File: src/rtl/fifo_pixel_unpacker.sv
// Display FIFO read-side unpacker: prefetches 32-bit words into a two-word
// buffer and streams RGB565 pixels with SOF/EOL markers and an underrun count.
module fifo_pixel_unpacker #(
  parameter int H_ACTIVE  = 640,
  parameter int V_ACTIVE  = 480,
  parameter int LSB_FIRST = 1,
  parameter int UCNT_W    = 16
) (
  input  logic              clk,
  input  logic              tb_rst,
  input  logic              enable,
  input  logic [31:0]       fifo_rd_data,
  input  logic              fifo_rd_empty,
  output logic              fifo_rd_en,
  output logic [15:0]       pix_data,
  output logic              pix_valid,
  input  logic              pix_ready,
  output logic              pix_sof,
  output logic              pix_eol,
  output logic              frame_active,
  output logic [UCNT_W-1:0] underrun_cnt
);

  localparam int XW = $clog2(H_ACTIVE);
  localparam int YW = (V_ACTIVE > 1) ? $clog2(V_ACTIVE) : 1;
  localparam logic [XW-1:0] X_LAST = XW'(H_ACTIVE - 1);
  localparam logic [YW-1:0] Y_LAST = YW'(V_ACTIVE - 1);
  localparam logic          SWAP   = (LSB_FIRST == 0);

  logic [31:0]       w0;
  logic [31:0]       w1;
  logic [1:0]        occ;
  logic              inflight;
  logic              half;
  logic [XW-1:0]     x;
  logic [YW-1:0]     y;
  logic              frame_q;
  logic [UCNT_W-1:0] ucnt;

  logic [1:0] pend;
  logic       push;
  logic       pop;
  logic       xfer;
  logic       x_end;
  logic       y_end;
  logic       at_origin;
  logic       starve;

  // occ + inflight never exceeds 2, so two bits suffice
  assign pend = occ + {1'b0, inflight};

  assign fifo_rd_en = ~tb_rst & enable & ~fifo_rd_empty
                    & (pend < 2'd2);

  assign pix_valid = (occ != 2'd0);
  assign xfer      = pix_valid & pix_ready;
  assign push      = inflight;
  assign pop       = xfer & half;

  assign x_end     = (x == X_LAST);
  assign y_end     = (y == Y_LAST);
  assign at_origin = (x == '0) & (y == '0);
  assign starve    = frame_q & pix_ready & ~pix_valid;

  always_ff @(posedge clk or posedge tb_rst) begin
    if (tb_rst) begin
      inflight <= 1'b0;
    end else begin
      inflight <= fifo_rd_en;
    end
  end

  always_ff @(posedge clk or posedge tb_rst) begin
    if (tb_rst) begin
      w0  <= '0;
      w1  <= '0;
      occ <= 2'd0;
    end else begin
      unique case (1'b1)
        push & pop: begin
          if (occ == 2'd2) begin
            w0 <= w1;
            w1 <= fifo_rd_data;
          end else begin
            w0 <= fifo_rd_data;
          end
        end
        push & ~pop: begin
          if (occ == 2'd0) w0 <= fifo_rd_data;
          else             w1 <= fifo_rd_data;
        end
        ~push & pop: begin
          w0 <= w1;
        end
        default: begin
        end
      endcase
      occ <= occ + {1'b0, push} - {1'b0, pop};
    end
  end

  always_ff @(posedge clk or posedge tb_rst) begin
    if (tb_rst) begin
      half <= 1'b0;
    end else if (xfer) begin
      half <= ~half;
    end
  end

  always_ff @(posedge clk or posedge tb_rst) begin
    if (tb_rst) begin
      x <= '0;
      y <= '0;
    end else if (xfer) begin
      if (x_end) begin
        x <= '0;
        y <= y_end ? '0 : y + YW'(1);
      end else begin
        x <= x + XW'(1);
      end
    end
  end

  always_ff @(posedge clk or posedge tb_rst) begin
    if (tb_rst) begin
      frame_q <= 1'b0;
    end else if (xfer) begin
      if (x_end & y_end) frame_q <= 1'b0;
      else if (at_origin) frame_q <= 1'b1;
    end
  end

  // saturates at all-ones; only reset clears it
  always_ff @(posedge clk or posedge tb_rst) begin
    if (tb_rst) begin
      ucnt <= '0;
    end else if (starve & ~&ucnt) begin
      ucnt <= ucnt + UCNT_W'(1);
    end
  end

  always_comb begin
    pix_data = 16'h0000;
    if (pix_valid) begin
      pix_data = (half ^ SWAP) ? w0[31:16] : w0[15:0];
    end
  end

  assign pix_sof      = pix_valid & at_origin;
  assign pix_eol      = pix_valid & x_end;
  assign frame_active = frame_q;
  assign underrun_cnt = ucnt;

endmodule

File: config.mk
export PLATFORM = sky130hd
export DESIGN_NAME = fifo_pixel_unpacker
export DESIGN_NICKNAME = d
export VERILOG_FILES = /design/src/rtl/fifo_pixel_unpacker.sv
export SDC_FILE = /design/constraint.sdc
export NUM_CORES = 1
export LEC_CHECK = 0
export ABC_AREA = 1
export CAP_MARGIN = 0
export CORE_ASPECT_RATIO = 1.75
export CORE_UTILIZATION = 57
export CTS_CLUSTER_DIAMETER = 150
export DETAILED_ROUTE_END_ITERATION = 7
export PLACE_DENSITY = 0.81
export RECOVER_POWER = 100
export SLEW_MARGIN = 20
export SYNTH_ARGS = -nofsm -noshare
export SYNTH_HDL_FRONTEND = slang
export SYNTH_SLANG_ARGS = --single-unit
File: constraint.sdc
create_clock -name clk -period 3.5 [get_ports clk]
set_input_delay 0.35 -clock clk [delete_from_list [all_inputs] [get_ports clk]]
set_output_delay 0.35 -clock clk [all_outputs]
set_load 0.01 [all_outputs]
==> metrics.md <==
| Metric | Value |
|---|---|
| Compound-gate portion of the synthesized area | `0.126` |
| Path depth of the worst reg2reg path | `7` |
| Post-Synth Adder-Cell Area | `0.0121` |
| Mux cell area share after synthesis | `0` |
| Bufs on Longest Clock Path | `2` |
| Synthesized area per cell | `6.93 um^2` |
| I/O pins | `74` |
| Count of buffers from port buffering | `73` |
| Share of post-route cells with drive strength above 1 | `0.0368` |
| Shortest period the worst path allows | `3.06 ns` |
| Detail-routed net length per standard cell | `15.1 um` |
| Critical Path Max Stage Delay | `0.91 ns` |
| Antenna Diode Count | `0` |
| Starting Density | `0.584` |
| Data arrival time of the critical path | `2.71 ns` |
| Post-synth EDFFs | `0` |
| Final GP Congestion | `0.843` |
| Critical Setup Path Class | `reg2out` |
| Row cnt | `50` |
| Post-Syn Instances | `896` |
| Hold Fails Final Rpt | `0` |
| Fmax | `327 MHz` |
| Cell chosen for the clock root | `sky130_fd_sc_hd__clkbuf_16` |
| Setup repair after global routing missed its margin | `false` |
| Max-cap check violation count | `1` |
| CTS clock-pin slew for the worst setup and hold paths | `0.07 ns` |
| Post-synthesis net count | `939` |
| Pin count of the biggest net entering global routing | `78` |
| Top fanout value on the critical path | `15` |
| TritonCTS clock tree | `yes` |
| Area of the mapped netlist | `6210 um^2` |
| Type of element capturing the critical path | `primary output` |
| Warnings, synthesis | `0` |
| Slowest stage cell on the critical path | `sky130_fd_sc_hd__nor2_1` |
| Insertion delay to the later sink of the worst-skew pair | `0.35 ns` |
| Post-route ant nets | `0` |
| Cell-by-cell trace of the critical path | `nor2_1, buf_4, a21oi_1, clkdlybuf4s50_1` |
| Outcome | `finished, violations left` |
| Number of clock sinks seen by CTS | `104` |
| Area share of the largest cell type after synthesis | `0.419` |
| Die height | `140 um` |
| Post-synth cell types | `27` |
| Leading post-synthesis cells by cell area | `sky130_fd_sc_hd__dfrtp_1, sky130_fd_sc_hd__nand2_1, sky130_fd_sc_hd__o21ai_0, sky130_fd_sc_hd__inv_1, sky130_fd_sc_hd__a21oi_1` |
| R2r startpoint | `occ[1]` |
| Top post-synthesis cells by count | `sky130_fd_sc_hd__nand2_1, sky130_fd_sc_hd__inv_1, sky130_fd_sc_hd__dfrtp_1, sky130_fd_sc_hd__nor2_1, sky130_fd_sc_hd__o21ai_0` |
| Count of hold-fix buffers inserted at cts | `0` |
| Global-route congestion overflow total | `0` |
| Standard cell core area | `10600 um^2` |
| Via count | `6154` |
| Worst min path class | `in2async` |
| Most frequent cell after synthesis | `sky130_fd_sc_hd__nand2_1` |
| Post-Route Skew | `0.00758 ns` |
| Cell type with the largest total area after synthesis | `sky130_fd_sc_hd__dfrtp_1` |
| Vias/cell | `5.70` |
| R2R Path End | `w0[20]` |
| Max-slew headroom | `-0.244` |
| Fraction of synthesis flops using an asynchronous set or reset pin | `1.00` |
| Slew at the pin with the worst max-slew slack | `1.87 ns` |
| Worst IR Drop VDD | `0.493 mV` |
| Final period util | `0.874` |
| Overall track demand over capacity in global routing | `0.310` |
| Post-synthesis xor/xnor area fraction | `0.0254` |
| Synthesis-to-layout area growth | `17.5%` |
| Final WL | `16300 um` |
| DRT Pass-1 Iters | `5` |
| Number of antenna violations at the first check in global routing | `0` |
| Static leakage power | `3.69 nW` |
| Filler cell count | `914` |
| Vias in the first global route | `5895` |
| Simple logic cell fraction of the synthesized area | `0.314` |
| Crit path required time | `3.15 ns` |
| Number of post-CTS setup repair buffers | `0` |
| Finished Core Util | `0.686` |
| Die footprint | `11300 um^2` |
| Seq/Total Area, Yosys | `0.419` |
| Most used flip-flop cell after synthesis | `sky130_fd_sc_hd__dfrtp_1` |
| Power density over cell area | `772 nW/um^2` |
| Worst setup slack before clock tree synthesis | `1.09 ns` |
| Post-route DRC violation count | `0` |
| Max-slew violation count | `34` |
| Number of DRC violations after detailed-routing iteration 0 | `438` |
| Endpoints failing setup | `0` |
| Category of the worst setup path launch point | `flip-flop` |
| Number of nets in the final layout | `988` |
| Hpwl dp | `10700 um` |
| Clock buffer count from CTS | `9` |
| Global-route wire length before repair | `27400 um` |
| Maximum level of the CTS H-tree | `3` |
| Dominant combinational cell family by area after synthesis | `simple AND/OR/NAND/NOR gates` |
| Violated checks | `max-capacitance violations, max-slew violations` |
| Gates resized, CTS repair | `0` |
| Slack of the worst reg-to-reg path | `0.51 ns` |
| Die Width | `80.9 um` |
| Flops & latches, synth | `104` |
| Minimum setup slack in the final design | `0.441 ns` |
| Setup TNS after final layout | `0 ns` |
[state kept, by name, indices dropped and copies added, names as in the netlist]
| register | cells |
|---|---|
| w0 | 32 |
| w1 | 32 |
| underrun_cnt | 16 |
| x | 10 |
| y | 9 |
| occ | 2 |
| frame_active | 1 |
| half | 1 |
| inflight | 1 |
[critical path: cells and delay by family (launching register included)]
kind / cells / cell delay [ns]
buf+inv: 2 / 0.79
compound gates: 1 / 0.06
simple gates: 1 / 0.91
flops: 1 / 0.60
[final cells by class]
cell class	instances	area (um^2)	share of cell area
repair buffers	88	855	0.117
inverters	108	408	0.0559
multi-input cells	634	2950	0.404
well taps	130	163	0.0223
clock buffers	10	239	0.0327
clock inverters	6	82.6	0.0113
flip-flops and latches	104	2600	0.357
[power breakdown]
group / leakage [nW] / switching, mW / internal, mW
Clock: 0.158 / 0.458 / 0.643
Sequential: 1.21 / 0.355 / 1.64
Combinational: 2.32 / 1.54 / 1.00
[cells by family after synthesis]
group | count (synthesis)
xor+xnor | 18
fa+ha+maj | 6
compound gates | 153
buf+inv | 158
flops | 104
simple gates | 457
[layout by cell type, fill, tap and decap left out]
cell / instances
sky130_fd_sc_hd__or2_2: 1
sky130_fd_sc_hd__buf_4: 9
sky130_fd_sc_hd__xor2_1: 7
sky130_fd_sc_hd__nor3b_1: 1
sky130_fd_sc_hd__dfrtp_1: 104
sky130_fd_sc_hd__nor2_1: 94
sky130_fd_sc_hd__inv_4: 1
sky130_fd_sc_hd__clkinvlp_4: 1
sky130_fd_sc_hd__clkbuf_8: 1
sky130_fd_sc_hd__clkbuf_16: 9
sky130_fd_sc_hd__clkbuf_1: 3
sky130_fd_sc_hd__dlygate4sd3_1: 30
sky130_fd_sc_hd__a21oi_1: 70
sky130_fd_sc_hd__nand2_1: 238
sky130_fd_sc_hd__nand4_1: 44
sky130_fd_sc_hd__bufinv_16: 2
sky130_fd_sc_hd__clkbuf_2: 1
sky130_fd_sc_hd__nand2_2: 1
sky130_fd_sc_hd__nor2_4: 1
sky130_fd_sc_hd__o21bai_1: 1
sky130_fd_sc_hd__o21ai_0: 81
sky130_fd_sc_hd__ha_1: 6
sky130_fd_sc_hd__o21ai_4: 1
sky130_fd_sc_hd__clkdlybuf4s50_1: 43
sky130_fd_sc_hd__inv_2: 2
sky130_fd_sc_hd__xnor2_1: 11
sky130_fd_sc_hd__nor3_1: 6
sky130_fd_sc_hd__nand3_1: 71
sky130_fd_sc_hd__clkinv_2: 3
sky130_fd_sc_hd__buf_12: 2
sky130_fd_sc_hd__inv_1: 105
[per-layer routing]
layer	share of wire	global-route usage	vias to the layer above
li1	-	-	2985
met1	0.38	0.372	2901
met2	0.53	0.533	225
met3	0.056	0.0469	43
met4	0.031	0.141	0
met5	0	0	-
[stage by stage]
| stage | hold slack [ns] | total power [mW] | area (um^2) | cells |
|---|---|---|---|---|
| floorplan | 0.463 | 3.66 | 6210 | 896 |
| finish | 0.454 | 5.64 | 7300 | 1080 |
| CTS | 0.340 | 5.70 | 7310 | 1079 |
| global route | 0.483 | 6.05 | 7300 | 1080 |
| detailed placement | 0.497 | 4.58 | 6990 | 1063 |
| global placement | 0.495 | 4.53 | 6990 | 1063 |
[worst max-delay path by stage]
stage                         start  cells after the start           end  slack, ns
final                        occ[1]                      4  pix_data[11]       0.44
after floorplan              tb_rst                      3    fifo_rd_en       0.11
after global routing         occ[1]                      4  pix_data[15]       0.34
after global placement       tb_rst                      5    fifo_rd_en       1.13
after detailed placement  pix_ready                      7        w0[11]       1.09
after CTS                    occ[1]                      4  pix_data[15]       0.78
No activity file was read; power rests on OpenSTA's default activity.
